<file path="src/rtl/bsg_manycore_pod_reset_tag_sequencer_if.sv">
// Command handshake bundle for the pod reset tag sequencer.
// Handshake: a command transfers on a rising clock edge where v_i and ready_o are both 1.
// cmd_i, pod_id_i and reset_val_i are only meaningful while v_i is 1.
// ready_o never depends on v_i.
interface bsg_manycore_pod_reset_tag_sequencer_if #(
    parameter int pod_id_w_p = 1
);
    logic                  v_i;
    logic                  ready_o;
    logic [1:0]            cmd_i;
    logic [pod_id_w_p-1:0] pod_id_i;
    logic                  reset_val_i;

    modport master (
        output v_i,
        output cmd_i,
        output pod_id_i,
        output reset_val_i,
        input  ready_o
    );

    modport slave (
        input  v_i,
        input  cmd_i,
        input  pod_id_i,
        input  reset_val_i,
        output ready_o
    );
endinterface

</file>
<file path="src/rtl/bsg_manycore_pod_reset_tag_sequencer.sv">
// Pod reset bsg_tag transmitter: turns pod reset commands into serial tag
// packets, one per pod client, sent LSB first on a single data line.
// Packet fields from bit 0 upward: start(1) | len | data_not_reset | node_id | payload.
module bsg_manycore_pod_reset_tag_sequencer #(
    parameter int num_pods_x_p     = 1,
    parameter int num_pods_y_p     = 1,
    parameter int tag_els_p        = 16,
    parameter int tag_lg_width_p   = 4,
    parameter int node_id_offset_p = 0,
    parameter int payload_width_p  = 1,
    parameter int gap_cycles_p     = 4
) (
    input  logic                                      clk_i,
    input  logic                                      reset_n_i,
    bsg_manycore_pod_reset_tag_sequencer_if.slave     cmd_if,
    output logic                                      tag_data_o,
    output logic                                      busy_o,
    output logic                                      done_o,
    output logic [2:0]                                state_o
);

    localparam int npods_lp      = num_pods_x_p * num_pods_y_p;
    localparam int id_w_lp       = (tag_els_p > 1) ? $clog2(tag_els_p) : 1;
    localparam int pod_id_w_lp   = (npods_lp > 1) ? $clog2(npods_lp) : 1;
    localparam int pod_cnt_w_lp  = $clog2(npods_lp + 1);
    localparam int pkt_len_lp    = 2 + tag_lg_width_p + id_w_lp + payload_width_p;
    localparam int cnt_max_lp    = (pkt_len_lp > gap_cycles_p) ? pkt_len_lp : gap_cycles_p;
    localparam int cnt_w_lp      = $clog2(cnt_max_lp + 1);

    // Field positions inside the packet
    localparam int len_pos_lp    = 1;
    localparam int dnr_pos_lp    = 1 + tag_lg_width_p;
    localparam int id_pos_lp     = 2 + tag_lg_width_p;
    localparam int pay_pos_lp    = 2 + tag_lg_width_p + id_w_lp;

    localparam logic [1:0] cmd_clear_lp    = 2'd0;
    localparam logic [1:0] cmd_assert_lp   = 2'd1;
    localparam logic [1:0] cmd_deassert_lp = 2'd2;
    localparam logic [1:0] cmd_single_lp   = 2'd3;

    typedef enum logic [2:0] {
        S_FLUSH = 3'd0,
        S_IDLE  = 3'd1,
        S_LOAD  = 3'd2,
        S_SHIFT = 3'd3,
        S_GAP   = 3'd4,
        S_DONE  = 3'd5
    } state_e;

    state_e                  state_r, state_n;
    logic [cnt_w_lp-1:0]     cnt_r, cnt_n;
    logic [pod_cnt_w_lp-1:0] pod_cnt_r, pod_cnt_n;
    logic [pkt_len_lp-1:0]   shreg_r, shreg_n;
    logic [1:0]              cmd_r, cmd_n;
    logic [pod_id_w_lp-1:0]  pod_id_r, pod_id_n;
    logic                    reset_val_r, reset_val_n;

    logic                    is_single;
    logic                    pod_in_range;
    logic [31:0]             pod_sel;
    logic [id_w_lp-1:0]      node_id;
    logic                    pay_bit;
    logic                    dnr_bit;
    logic [pkt_len_lp-1:0]   pkt;
    logic                    ready;

    // Packet contents for the pod currently being addressed
    always_comb begin
        is_single    = (cmd_r == cmd_single_lp);
        pod_in_range = (32'(pod_id_r) < 32'(npods_lp));
        pod_sel      = is_single ? 32'(pod_id_r) : 32'(pod_cnt_r);
        node_id      = id_w_lp'(32'(node_id_offset_p) + pod_sel);
        dnr_bit      = (cmd_r != cmd_clear_lp);
        case (cmd_r)
            cmd_assert_lp:   pay_bit = 1'b1;
            cmd_deassert_lp: pay_bit = 1'b0;
            cmd_single_lp:   pay_bit = reset_val_r;
            default:         pay_bit = 1'b0;
        endcase
        pkt                                  = '0;
        pkt[0]                               = 1'b1;
        pkt[len_pos_lp +: tag_lg_width_p]    = tag_lg_width_p'(payload_width_p);
        pkt[dnr_pos_lp]                      = dnr_bit;
        pkt[id_pos_lp +: id_w_lp]            = node_id;
        pkt[pay_pos_lp]                      = pay_bit;
    end

    // Next-state, counter and output decode
    always_comb begin
        state_n     = state_r;
        cnt_n       = cnt_r;
        pod_cnt_n   = pod_cnt_r;
        shreg_n     = shreg_r;
        cmd_n       = cmd_r;
        pod_id_n    = pod_id_r;
        reset_val_n = reset_val_r;
        ready       = 1'b0;
        busy_o      = 1'b1;
        done_o      = 1'b0;
        tag_data_o  = 1'b0;

        case (state_r)
            S_FLUSH: begin
                // Zeros after reset let the receiver discard any truncated packet
                if (cnt_r == cnt_w_lp'(gap_cycles_p - 1)) begin
                    cnt_n   = '0;
                    state_n = S_IDLE;
                end else begin
                    cnt_n = cnt_r + cnt_w_lp'(1);
                end
            end
            S_IDLE: begin
                ready  = 1'b1;
                busy_o = 1'b0;
                if (cmd_if.v_i) begin
                    cmd_n       = cmd_if.cmd_i;
                    pod_id_n    = cmd_if.pod_id_i;
                    reset_val_n = cmd_if.reset_val_i;
                    pod_cnt_n   = '0;
                    cnt_n       = '0;
                    state_n     = S_LOAD;
                end
            end
            S_LOAD: begin
                // An out-of-range single pod sends nothing but still completes
                if (is_single && !pod_in_range) begin
                    state_n = S_DONE;
                end else begin
                    shreg_n = pkt;
                    cnt_n   = '0;
                    state_n = S_SHIFT;
                end
            end
            S_SHIFT: begin
                tag_data_o = shreg_r[0];
                shreg_n    = shreg_r >> 1;
                if (cnt_r == cnt_w_lp'(pkt_len_lp - 1)) begin
                    cnt_n   = '0;
                    state_n = S_GAP;
                end else begin
                    cnt_n = cnt_r + cnt_w_lp'(1);
                end
            end
            S_GAP: begin
                if (cnt_r == cnt_w_lp'(gap_cycles_p - 1)) begin
                    cnt_n = '0;
                    if (is_single || (pod_cnt_r == pod_cnt_w_lp'(npods_lp - 1))) begin
                        state_n = S_DONE;
                    end else begin
                        pod_cnt_n = pod_cnt_r + pod_cnt_w_lp'(1);
                        state_n   = S_LOAD;
                    end
                end else begin
                    cnt_n = cnt_r + cnt_w_lp'(1);
                end
            end
            S_DONE: begin
                done_o  = 1'b1;
                state_n = S_IDLE;
            end
            default: begin
                state_n = S_FLUSH;
                cnt_n   = '0;
            end
        endcase
    end

    // State and datapath registers; reset lands in FLUSH with the line low
    always_ff @(posedge clk_i or negedge reset_n_i) begin
        if (!reset_n_i) begin
            state_r     <= S_FLUSH;
            cnt_r       <= '0;
            pod_cnt_r   <= '0;
            shreg_r     <= '0;
            cmd_r       <= '0;
            pod_id_r    <= '0;
            reset_val_r <= 1'b0;
        end else begin
            state_r     <= state_n;
            cnt_r       <= cnt_n;
            pod_cnt_r   <= pod_cnt_n;
            shreg_r     <= shreg_n;
            cmd_r       <= cmd_n;
            pod_id_r    <= pod_id_n;
            reset_val_r <= reset_val_n;
        end
    end

    assign cmd_if.ready_o = ready;
    assign state_o        = state_r;

endmodule
</file>
<file path="src/flat_wrapper.sv">
// flat-port wrapper written by rule: the top's interface ports become plain ports
module bsg_manycore_pod_reset_tag_sequencer_flat 
#(
    parameter int num_pods_x_p     = 1,
    parameter int num_pods_y_p     = 1,
    parameter int tag_els_p        = 16,
    parameter int tag_lg_width_p   = 4,
    parameter int node_id_offset_p = 0,
    parameter int payload_width_p  = 1,
    parameter int gap_cycles_p     = 4
)
  (clk_i, reset_n_i, tag_data_o, busy_o, done_o, state_o, cmd_if_v_i, cmd_if_cmd_i, cmd_if_pod_id_i, cmd_if_reset_val_i, cmd_if_ready_o);
  bsg_manycore_pod_reset_tag_sequencer_if cmd_if_i ();
  input  logic clk_i;
  input  logic reset_n_i;
  output logic tag_data_o;
  output logic busy_o;
  output logic done_o;
  output logic [2:0] state_o;
  input wire logic [$bits(cmd_if_i.v_i)-1:0] cmd_if_v_i;
  input wire logic [$bits(cmd_if_i.cmd_i)-1:0] cmd_if_cmd_i;
  input wire logic [$bits(cmd_if_i.pod_id_i)-1:0] cmd_if_pod_id_i;
  input wire logic [$bits(cmd_if_i.reset_val_i)-1:0] cmd_if_reset_val_i;
  output wire logic [$bits(cmd_if_i.ready_o)-1:0] cmd_if_ready_o;
  assign cmd_if_i.v_i = cmd_if_v_i;
  assign cmd_if_i.cmd_i = cmd_if_cmd_i;
  assign cmd_if_i.pod_id_i = cmd_if_pod_id_i;
  assign cmd_if_i.reset_val_i = cmd_if_reset_val_i;
  assign cmd_if_ready_o = cmd_if_i.ready_o;
  bsg_manycore_pod_reset_tag_sequencer #(.num_pods_x_p(num_pods_x_p), .num_pods_y_p(num_pods_y_p), .tag_els_p(tag_els_p), .tag_lg_width_p(tag_lg_width_p), .node_id_offset_p(node_id_offset_p), .payload_width_p(payload_width_p), .gap_cycles_p(gap_cycles_p)) u_core (.clk_i(clk_i), .reset_n_i(reset_n_i), .cmd_if(cmd_if_i), .tag_data_o(tag_data_o), .busy_o(busy_o), .done_o(done_o), .state_o(state_o));
endmodule
</file>
<file path="config.mk">
export PLATFORM = sky130hd
export DESIGN_NAME = bsg_manycore_pod_reset_tag_sequencer_flat
export DESIGN_NICKNAME = d
export VERILOG_FILES = /design/src/rtl/bsg_manycore_pod_reset_tag_sequencer_if.sv /design/src/rtl/bsg_manycore_pod_reset_tag_sequencer.sv /design/src/flat_wrapper.sv
export SDC_FILE = /design/constraint.sdc
export NUM_CORES = 1
export LEC_CHECK = 0
export BUFFER_PORTS_ARGS = -buffer_cell sky130_fd_sc_hd__buf_2
export CELL_PAD_IN_SITES_DETAIL_PLACEMENT = 1
export CELL_PAD_IN_SITES_GLOBAL_PLACEMENT = 1
export CORE_UTILIZATION = 43
export CTS_BUF_LIST = sky130_fd_sc_hd__clkbuf_2
export CTS_CLUSTER_DIAMETER = 100
export DETAILED_ROUTE_END_ITERATION = 7
export PLACE_DENSITY = 0.85
export SKIP_CTS_REPAIR_TIMING = 1
export SLEW_MARGIN = 20
export SYNTH_ARGS = -nofsm -noshare
export SYNTH_HDL_FRONTEND = slang
export SYNTH_SLANG_ARGS = --single-unit
</file>
<file path="constraint.sdc">
create_clock -name clk_i -period 1.35 [get_ports clk_i]
set_input_delay 0.0675 -clock clk_i [delete_from_list [all_inputs] [get_ports clk_i]]
set_output_delay 0.0675 -clock clk_i [all_outputs]
set_load 0.05 [all_outputs]
</file>
### Word-level counts from Yosys, hierarchy flattened

Index checks and enable logic that the tools add are counted.

| word-level totals | value |
|---|---|
| bits in registers | 23 |
| output and inout bits | 7 |
| word-level logic and storage cells | 64 |

| operators by class | value |
|---|---|
| $add $sub $neg | 2 |
| order comparisons | 1 |
| equal/unequal tests | 15 |
| muxes and demuxes | 24 |
| bitwise logic cells | 2 |
| reduce and logical (&&, ||, !) cells | 13 |

Operators by type and width:

| kind | number |
|---|---|
| $pmux 11 s2 | 1 |
| $pmux 4 s5 | 1 |
| $mux 3 | 6 |
| $pmux 3 s6 | 1 |
| $mux 4 | 4 |
| $mux 11 | 1 |
| $mux 1 | 8 |
| $reduce_and 4->1 | 2 |
| $eq 3x2->1 const B | 2 |
| $eq 3x3->1 const B | 2 |
| $ne 2x1->1 const B | 3 |
| $ne 2x2->1 const B | 3 |
| $reduce_bool 2->1 | 3 |
| $add 4x1->4 const B | 1 |
| $eq 4x2->1 const B | 1 |
| $eq 4x4->1 const B | 1 |
| $pmux 1 s2 | 2 |
| $reduce_and 2->1 | 2 |
| $eq 3x1->1 const B | 1 |
| $logic_not 3->1 | 1 |
| $reduce_and 3->1 | 1 |
| $eq 2x1->1 const B | 1 |
| $eq 2x2->1 const B | 1 |
| $not 1->1 | 2 |
| 6 further kinds | 6 |

### Depth between registers and ports, before layout

Gate-level depths: netlist of the first run.

| logic depth | value |
|---|---|
| word-level depth | 5 |
| depth in mapped cells | 5 |

### Worst setup path before layout of the first run

No wires, ideal clock.

| path | value |
|---|---|
| path type | register -> register |
| start | reg u_core.state_r[1], in the netlist u_core.state_o[1] |
| end | reg u_core.state_r[0], in the netlist u_core.state_o[0] |
| setup time | 89 ps |
| arrival time | 2049 ps |
| required time | 1261 ps |
| setup slack | -788 ps |
| stages on the path, launching flop included | 5 |
| buffers on the path | 1 |
| cell sequence | dfrtp_1 buf_6 nor3b_4 inv_1 o221ai_2 |

| between the ends | value |
|---|---|
| cells in the longest elaborated chain, start to end | 3 |

Ends and longest elaborated chain:

| what | line | text |
|---|---|---|
| start: declaration | bsg_manycore_pod_reset_tag_sequencer.sv:50 | `state_e state_r, state_n;` |
| start signal: assignment | bsg_manycore_pod_reset_tag_sequencer.sv:179 | `state_r <= state_n;` |
| $eq 3x3->1, or another cell as far along | bsg_manycore_pod_reset_tag_sequencer.sv:102 | `case (state_r)` |
| $ne 2x1->1 (no line) / $ne 2x2->1 (equally long branches) | -- |  |
| $reduce_and 4->1 (no line) | -- |  |

Parallel ways exist; a longest one is shown, timed or not.
A chain may end at the register's enable or synchronous reset.

### Worst setup path in the final report of the first run

| path | value |
|---|---|
| start | reg u_core.state_r[2], in the netlist u_core.state_o[2] |
| end | out tag_data_o |

| between the ends | value |
|---|---|
| cells in the longest elaborated chain, start to end | 2 |

Ends and longest elaborated chain:

| what | line | text |
|---|---|---|
| $eq 3x2->1 | bsg_manycore_pod_reset_tag_sequencer.sv:102 |  |
| $mux 1 | bsg_manycore_pod_reset_tag_sequencer.sv:102 |  |
| end: declaration | flat_wrapper.sv:16 | `output logic tag_data_o;` |

No other way between the ends.

==> results.toml, run 1 <==
[yosys]
synthAdderAreaFrac_pct = 2.05
synth.area.top_cells = "dfrtp_1 47%, mux2_4 4.9%, a22o_1 4.3%"
yosysMostFrequentCell = "dfrtp_1"
syn_area_per_cell_um2 = 11.4
synth_xor_area_share_pct = 0.719
synthesis.nets = 116
synth_top_area_share_pct = 47.2
ys_ff_latch = 23
synth.yosys.seq_area_share_pct = 47.2
synth_top_family_by_area = "simple AND/OR/NAND/NOR gates"
synth-main-ff-cell = "dfrtp_1"
synth_edf_count = 0
synthSimpleGateAreaFrac_pct = 19.3
synth_compound_area_share_pct = 17.9
ys_warn_count = 0
synthArstFlopShare_pct = 100
synthTopCellsByCount = "23 x dfrtp_1, 9 x inv_1, 6 x a22o_1"
postSynthCellCount = 107
synthMuxAreaShare_pct = 7.49
syn_area_um2 = 1220
synth_cell_types = 44
yosys.area.top_type = "dfrtp_1"

[timing]
layout_min_cycle_time_ns = 1.53
worstMarginPinSlew_ns = 0.539
relSlewSlack_pct = 64.1
final-setup-viol-count = 23
fin_crit_sh_pct = 113
rsz0062_at_grt = "true"
hold_viol = 0
skew_ns = 0.0122
max_freq_ghz = 0.653
final_max_slew_viol_count = 0
worst_slack_ns = -0.181

[power]
seqPwrFrac_pct = 29.3
vdd_drop_max_uv = 1650
p_int_w = 0.00232
leakage_nw = 0.780
p_switching_w = 0.00186
p_comb_share_pct = 64.2
switching_share_pct = 44.5
power_frac_clock_pct = 6.5
p_per_area_nw_per_um2 = 2470
power_w = 0.00418

[clocking]
clkLatencyLatePin_ns = 0.33
cts-htree-levels = 1
max-clock-path-buffers = 2
cts_sinks = 23
ctsRootBufferMaster = "clkbuf_2"
cts_tree = "done"
numCtsBuffers = 3
clkTransAtPathRegs_ns = 0.22

[worst_setup_path]
critPathKind = "flop to output pin"
cp-end-kind = "output pin"
crit_arrival_ns = 1.46
start_kind = "flop"
cp.required_ns = 1.28
cp_max_fo = 7

[die]
chipHeight_um = 55.2
die-area_um2 = 3050
core_area_um2 = 2570
io_pins = 14
start_util_pct = 47.5
fp.dieW_um = 55.2
rows = 18

[routing]
firstDrtPassIters = 4
ant_nets = 0
avgViaCountPerCell = 5.96
vias = 1085
finalWirelength_mm = 3.58
drc_errors = 0
wl_per_cell_um = 19.7
drtIter0Drc = 14

[placement]
dp.cells = 163
gp_congestion = 0.797
hpwl_mm = 2.31
portBuffers = 13

[outcome]
violations = "negative setup slack"
status = "complete, but fails checks"

[layout]
layout.cells.non_filler = 182
diodes = 0
nets = 162
fill_cells = 272
area_delta_synth_final_pct = 39.1
final_util_pct = 66.0
drive_gt1_share_pct = 51.3

[run]
max_cap_viol_count = 0

[global_routing]
grt_pass1_vias = 1078
gr-usage-all-layers_pct = 21.8
overflow = 0
grt_max_degree = 24
grt_antenna_before_repair = 0
grt_pass1_wl_mm = 5.22

[worst_hold_path]
hold_path.class = "input port to flop"
-- logic make-up (layout without fill, tap and decap cells) --
group / after synthesis / count (layout)
flops: 23 / 23
compound gates: 28 / 28
buf+inv: 13 / 58
fa+ha+maj: 2 / 2
mux: 7 / 7
simple gates: 33 / 33
xor+xnor: 1 / 1
-- path summary, 6_finish.rpt --
kind / from / slack, ns / end / cells past startpoint
min in group asynchronous: reset_n_i / 0.22 / u_core.cnt_r[1]$_DFFE_PN0P_ / 2
worst max register to register: u_core.cnt_r[0]$_DFFE_PN0P_ / -0.15 / u_core.state_o[0]$_DFFE_PN0P_ / 4
worst max-delay path: u_core.state_o[2]$_DFFE_PN0P_ / -0.18 / tag_data_o / 3
max in group asynchronous: reset_n_i / 0.75 / u_core.state_o[1]$_DFFE_PN0P_ / 2
worst min register to register: u_core.shreg_r[2]$_DFFE_PN0P_ / 0.54 / u_core.shreg_r[2]$_DFFE_PN0P_ / 1
worst min-delay path: cmd_if_v_i / 0.06 / u_core.state_o[0]$_DFFE_PN0P_ / 2
-- per-stage QoR --
stage / setup TNS, ns / setup slack, ns / area [um^2] / hold WS, ns
2_1_floorplan: -3.97 / -0.671 / 1280 / -0.228
3_3_place_gp: -0.123 / -0.0545 / 1470 / 0.0631
3_5_place_dp: -0.427 / -0.114 / 1470 / 0.0760
4_1_cts: -1.81 / -0.375 / 1490 / -0.338
5_1_grt: -3.31 / -0.252 / 1700 / 0.0348
6_report: -1.85 / -0.181 / 1700 / 0.0590
-- area by class of cell --
cell class	count	area (um^2)	area share, %
Tap cell	30	37.5	2.21
Inverter	9	33.8	1.99
Clock buffer	3	15.0	0.886
Timing Repair Buffer	45	363	21.4
Multi-Input combinational cell	71	662	39.0
Sequential cell	23	579	34.2
Clock inverter	1	5.00	0.295
-- registers in the layout (all words and copies together) (netlist names) --
register and flops:
u_core.reset_val_r 1, u_core.state_o 3, u_core.shreg_r 11, u_core.cnt_r 4, u_core.pod_id_r 1, u_core.pod_cnt_r 1, u_core.cmd_r 2
-- power groups by stage --
stage | logic (W) | clock network [W] | registers, W
4_1_cts | 0.00217 | 0.000294 | 0.00121
3_5_place_dp | 0.00214 | 0 | 0.00123
2_1_floorplan | 0.00142 | 0 | 0.00130
3_3_place_gp | 0.00203 | 0 | 0.00121
6_report | 0.00268 | 0.000273 | 0.00123
5_1_grt | 0.00285 | 0.000317 | 0.00126
-- worst max-delay path: stages (launching register included) --
cell and delay, ns:
dfrtp_2 0.52, and3b_2 0.32, and2_4 0.16, buf_8 0.13
-- per-layer routing --
| metal | part of all wire (%) | routed length, um | track usage, % |
|---|---|---|---|
| met5 | 0 | 0 | 0 |
| met4 | 2.0 | 71 | 8.21 |
| met2 | 54 | 1940 | 37.3 |
| met1 | 42 | 1510 | 28.1 |
| met3 | 1.6 | 58 | 2.58 |
-- cells in the final DEF (no fill, tap or decap), drive strengths merged, types with 3 or more instances in the layout --
cell type    Yosys  routed
a22o             6       6
dfrtp           23      23
a22oi            3       3
dlygate4sd3      0       5
nand2            7       7
mux2             5       5
nor2             4       4
clkbuf           0       6
nand2b           3       3
buf              4      37
nor3b            3       3
nand4            3       3
inv              9       9
o21ai            4       4
Note: power is estimated with default switching activity, not from simulation.
==> run 2: changes to the inputs <==
CORE_UTILIZATION = 51   (was 43)
GPL_TIMING_DRIVEN = 0   (was unset)
PLACE_DENSITY = 0.94   (was 0.85)
clock period = 1.92 ns   (was 1.35 ns; I/O delays follow)
==> run 2 against run 1 <==
The run now ends clean. Routed wire length down 23%. Critical path depth up 1. Clock skew up 0.0054 ns. Flip-flop and latch count unchanged. Register-to-register slack better by 0.35 ns. Highest routed layer unchanged. Worst hold slack worse by 0.034 ns. Non-clock buffer count down 23. Global-route usage up 3.2 points. Via count down 13%. Design area down 18%. Largest cell class unchanged. Sequential share of layout area up 7.2 points. Sequential power down 31%.
==> results.toml, run 2 (synthesis gave the netlist of run 1 again) <==
[placement]
dp.cells = 148
portBuffers = 13
hpwl_mm = 2.00
gp_congestion = 0.868
placed_area_um2 = 1320

[layout]
final_area_um2 = 1390
drive_gt1_share_pct = 26.4
layout.cells.non_filler = 157
final_util_pct = 62.4
largest_reg_flops = 11
nets = 139
fill_cells = 250
mostFrequentLayoutCells = "22 x dfrtp_1, 13 x buf_2, 9 x inv_1, 6 x a22o_1"
area_delta_synth_final_pct = 14.3
top_register = "u_core.shreg_r"
diodes = 0
mostFrequentLayoutCell = "dfrtp_1"

[timing]
max_freq_ghz = 0.543
fin_setup_tns_ns = 0
final_max_slew_viol_count = 0
worstMarginPinSlew_ns = 0.513
rsz0062_at_grt = "false"
hold_viol = 0
skew_ns = 0.0176
relSlewSlack_pct = 65.5
final-setup-viol-count = 0
layout_min_cycle_time_ns = 1.84
fin_crit_sh_pct = 96.0

[run]
max_cap_viol_count = 0

[power]
p_per_area_nw_per_um2 = 1680
leakage_nw = 0.643
vdd_drop_max_uv = 1350

[die]
rows = 17
start_util_pct = 54.6
die-area_um2 = 2590
fp.dieW_um = 50.9
chipHeight_um = 50.9
core_area_um2 = 2230
io_pins = 14

[worst_setup_path]
slowest_stage = "dfrtp_1"
cp-end-kind = "output pin"
critPathMaxStageDelay_ns = 0.45
start_kind = "flop"
critPathKind = "flop to output pin"
crit_arrival_ns = 1.75
cp_max_fo = 10
cpMostUsedCell = "buf_2"
cp.required_ns = 1.82
path_cells = "buf_2, nor2b_1, and2_1, buf_2"

[worst_hold_path]
hold_path.class = "input port to flop"

[routing]
avgViaCountPerCell = 6.00
wl_per_cell_um = 17.5
ant_nets = 0
drc_errors = 0
finalWirelength_mm = 2.75
vias = 942
drtIter0Drc = 28
firstDrtPassIters = 4

[global_routing]
overflow = 0
grt_pass1_vias = 959
grt_pass1_wl_mm = 4.72
grt_antenna_before_repair = 0
grt_max_degree = 24
gr-usage-all-layers_pct = 25.0

[clocking]
numCtsBuffers = 3
ctsRootBufferMaster = "clkbuf_2"
clkLatencyLatePin_ns = 0.35
clkTransAtPathRegs_ns = 0.21
cts_tree = "done"
max-clock-path-buffers = 2
cts_sinks = 23
cts-htree-levels = 1

[outcome]
status = "finished, final reports clean"
## run 2: changes by cell type in the layout (fill, tap and decap cells not counted), sizes merged
cell | before | now
clkbuf | 6 | 4
buf | 37 | 16
## run 2: routing by layer
metal | wire length [um] | vias to the layer above | track usage [%]
li1 | - | 445 | -
met1 | 1240 | 478 | 32.4
met4 | 27 | 0 | 8.33
met3 | 77 | 4 | 5.65
met2 | 1400 | 15 | 41.1
met5 | 0 | - | 0
## run 2: through the flow
step / setup slack, ns / hold slack, ns / total power, W
finish: 0.0773 / 0.0247 / 0.00234
global route: 0.00344 / 0.0152 / 0.00250
CTS: 0.0713 / -0.321 / 0.00233
detailed placement: 0.253 / 0.100 / 0.00213
global placement: 0.345 / 0.0920 / 0.00206
floorplan: -0.159 / -0.200 / 0.00183
## run 2: critical path: cells and delay by family, from the launching register on
family        cells  cell delay (ns)
buf+inv           2             0.50
simple gates      2             0.46
flops             1             0.45
## run 2: path summary, 6_finish.rpt
kind / to / from / slack [ns] / cells past startpoint
max in group asynchronous: u_core.state_o[1]$_DFFE_PN0P_ / reset_n_i / 1.34 / 2
min reg2reg: u_core.shreg_r[9]$_DFFE_PN0P_ / u_core.shreg_r[10]$_DFFE_PN0P_ / 0.51 / 1
max reg2reg: u_core.cnt_r[0]$_DFFE_PN0P_ / u_core.cnt_r[0]$_DFFE_PN0P_ / 0.20 / 4
min in group asynchronous: u_core.cnt_r[1]$_DFFE_PN0P_ / reset_n_i / 0.19 / 2
max: done_o / u_core.state_o[0]$_DFFE_PN0P_ / 0.08 / 4
min: u_core.state_o[0]$_DFFE_PN0P_ / cmd_if_v_i / 0.02 / 2
## run 2: final cells by class
class | instances | area, um^2 | share of cell area, %
Buffer | 4 | 31.3 | 2.25
Clock buffer | 3 | 15.0 | 1.08
Clock inverter | 1 | 5.00 | 0.359
Inverter | 9 | 33.8 | 2.43
Multi-Input combinational cell | 71 | 578 | 41.5
Sequential cell | 23 | 577 | 41.4
Tap cell | 28 | 35.0 | 2.52
Timing Repair Buffer | 18 | 118 | 8.45
## run 2: where the power goes
group,total (W),internal [W],switching (W)
clock,0.000203,0.0000472,0.000155
sequential,0.000847,0.000676,0.000171
combinational,0.00129,0.000516,0.000776
total,0.00234,0.00124,0.00110
==> run 3: changes to the inputs <==
ABC_AREA = 1   (was unset)
CORE_UTILIZATION = 48   (was 51)
==> run 3 against run 2 <==
Worst setup slack improved by 0.086 ns. Final cell count increased by 25%. Clock power increased by 4%. Count of clock-buffer cells in the layout unchanged. Routed wire length increased by 3.7%. Non-clock buffer count decreased by 4. Synthesized area decreased by 0.51%. Register-to-register slack improved by 0.09 ns. Critical path type unchanged. Critical endpoint is now tag_data_o. Largest cell class is now sequential cells. Highest routed layer unchanged.
==> results.toml, run 3 <==
[outcome]
status = "finished, final reports clean"

[power]
p_comb_share_pct = 53.3
power_frac_clock_pct = 9.2
leakage_nw = 0.751
p_per_area_nw_per_um2 = 1640
p_switching_w = 0.00121
vdd_drop_max_uv = 1070
switching_share_pct = 53.1
p_int_w = 0.00107
seqPwrFrac_pct = 37.5

[yosys]
syn_area_um2 = 1210
synthTopCellsByCount = "33 x nand2_1, 23 x dfrtp_1, 22 x inv_1"
yosysMostFrequentCell = "nand2_1"
synth.yosys.seq_area_share_pct = 47.5
synthesis.nets = 155
synth-main-ff-cell = "dfrtp_1"
synth.area.top_cells = "dfrtp_1 47%, nand2_1 10%, nand3_1 7.0%"
synthArstFlopShare_pct = 100
yosys.area.top_type = "dfrtp_1"
ys_ff_latch = 23
synth_cell_types = 23
syn_area_per_cell_um2 = 8.30
ys_warn_count = 0
synth_edf_count = 0
postSynthCellCount = 146
synth_top_area_share_pct = 47.5

[layout]
final_util_pct = 60.5
layout.cells.non_filler = 196
multiInputGateArea_um2 = 534
area_delta_synth_final_pct = 14.6
largest_reg_flops = 11
mostFrequentLayoutCell = "nand2_1"
ff_latch_area_um2 = 577
top_register = "u_core.shreg_r"
drive_gt1_share_pct = 23.2
diodes = 0
final_area_um2 = 1390
fill_cells = 289
nets = 178
mostFrequentLayoutCells = "33 x nand2_1, 22 x inv_1, 22 x dfrtp_1, 17 x nand3_1, 13 x buf_2"

[global_routing]
grt_antenna_before_repair = 0
grt_max_degree = 24
gr-usage-all-layers_pct = 24.8
overflow = 0
grt_pass1_vias = 1041
grt_pass1_wl_mm = 4.84

[clocking]
cts_sinks = 23
numCtsBuffers = 3
clkLatencyLatePin_ns = 0.36
cts-htree-levels = 1
clkTransAtPathRegs_ns = 0.24
cts_tree = "done"
ctsRootBufferMaster = "clkbuf_2"
max-clock-path-buffers = 2

[routing]
routed-wl-met3_um = 73
drtIter0Drc = 17
vias = 1030
avgViaCountPerCell = 5.26
ant_nets = 0
wl_met2_mm = 1.53
wl_per_cell_um = 14.5
drc_errors = 0
finalWirelength_mm = 2.85
topRoutingLayerUsed = "met4"
wl_met1_mm = 1.20
firstDrtPassIters = 4

[worst_setup_path]
ff2ff_setup_slack_ns = 0.29
cp_max_fo = 10
cp-end-kind = "output pin"
critPathKind = "flop to output pin"
crit_arrival_ns = 1.66
cp.required_ns = 1.82
start_kind = "flop"

[timing]
fin_crit_sh_pct = 91.5
worstMarginPinSlew_ns = 0.519
worst_slack_ns = 0.163
hold_viol = 0
relSlewSlack_pct = 65.4
max_freq_ghz = 0.569
rsz0062_at_grt = "false"
layout_min_cycle_time_ns = 1.76
final-setup-viol-count = 0
skew_ns = 0.0132
final_max_slew_viol_count = 0
fin_setup_tns_ns = 0

[die]
rows = 17
fp.dieW_um = 52.3
start_util_pct = 52.8
io_pins = 14
core_area_um2 = 2300
chipHeight_um = 52.3
die-area_um2 = 2730

[placement]
hpwl_mm = 2.10
gp_congestion = 0.821
portBuffers = 13
dp.cells = 187
post-place-ws_ns = 0.364
placed_area_um2 = 1320

[worst_hold_path]
hold_path.class = "input port to flop"

[run]
max_cap_viol_count = 0
run 3: cell count changes in the layout (fill, tap and decap cells not counted), sizes merged, moves of 3 or more:
| cell | before | now |
|---|---|---|
| nor2 | 4 | 12 |
| nand3 | 1 | 19 |
| inv | 9 | 27 |
| nor3b | 3 | 0 |
| a22o | 6 | 0 |
| nand2b | 3 | 0 |
| nand2 | 7 | 39 |
| mux2 | 5 | 0 |
| o21ai | 4 | 12 |
| buf | 16 | 13 |
run 3: metal layers:
metal  vias up  global-route usage (%)
met5         -                       0
met4         0                    9.21
met3         5                    2.61
met2        19                    42.7
met1       500                    32.1
li1        506                       -
run 3: final timing paths:
path,cells after the start,startpoint,to
max in group asynchronous,2,reset_n_i,u_core.state_o[0]$_DFFE_PN0P_
min in group asynchronous,2,reset_n_i,u_core.shreg_r[4]$_DFFE_PN0P_
max reg2reg,8,u_core.cnt_r[0]$_DFFE_PN0P_,u_core.state_o[0]$_DFFE_PN0P_
min,3,cmd_if_v_i,u_core.reset_val_r$_DFFE_PN0P_
max,5,u_core.state_o[1]$_DFFE_PN0P_,tag_data_o
min reg2reg,2,u_core.shreg_r[5]$_DFFE_PN0P_,u_core.shreg_r[5]$_DFFE_PN0P_
run 3: worst max-delay path: stages, from the launching register on:
cell and delay, ns:
dfrtp_1 0.54, nand2_2 0.13, nor2_8 0.16, inv_2 0.13, nor2_2 0.09, buf_2 0.26
run 3: final cells by class:
cell class	count	area share, %
Sequential cell	23	41.5
Timing Repair Buffer	18	8.29
Clock buffer	3	1.08
Clock inverter	1	0.541
Tap cell	28	2.52
Inverter	28	7.57
Multi-Input combinational cell	95	38.5
run 3: cells by family (layout without fill, tap and decap cells):
| logic type | Yosys count | in the layout | share of synthesized area [%] |
|---|---|---|---|
| flip-flops | 23 | 23 | 47.5 |
| AO/OA/AOI/OAI | 20 | 20 | 9.91 |
| XOR/XNOR | 2 | 2 | 1.45 |
| buffers and inverters | 28 | 50 | 8.67 |
| adder cells (fa/ha/maj) | 2 | 2 | 2.06 |
| AND/OR/NAND/NOR | 71 | 71 | 30.4 |
run 3: per-stage QoR:
step | total power (W) | hold slack, ns
after CTS | 0.00228 | -0.312
final | 0.00228 | 0.00959
after global routing | 0.00248 | 0.0179
after global placement | 0.00198 | 0.0889
after detailed placement | 0.00207 | 0.0984
after floorplan | 0.00176 | -0.200
run 3: power by group through the flow:
| stage | clock, W | combinational [W] | sequential, W |
|---|---|---|---|
| finish | 0.000211 | 0.00122 | 0.000855 |
| global route | 0.000229 | 0.00137 | 0.000883 |
| CTS | 0.000206 | 0.00122 | 0.000855 |
| detailed placement | 0 | 0.00121 | 0.000864 |
| global placement | 0 | 0.00114 | 0.000846 |
| floorplan | 0 | 0.000845 | 0.000919 |
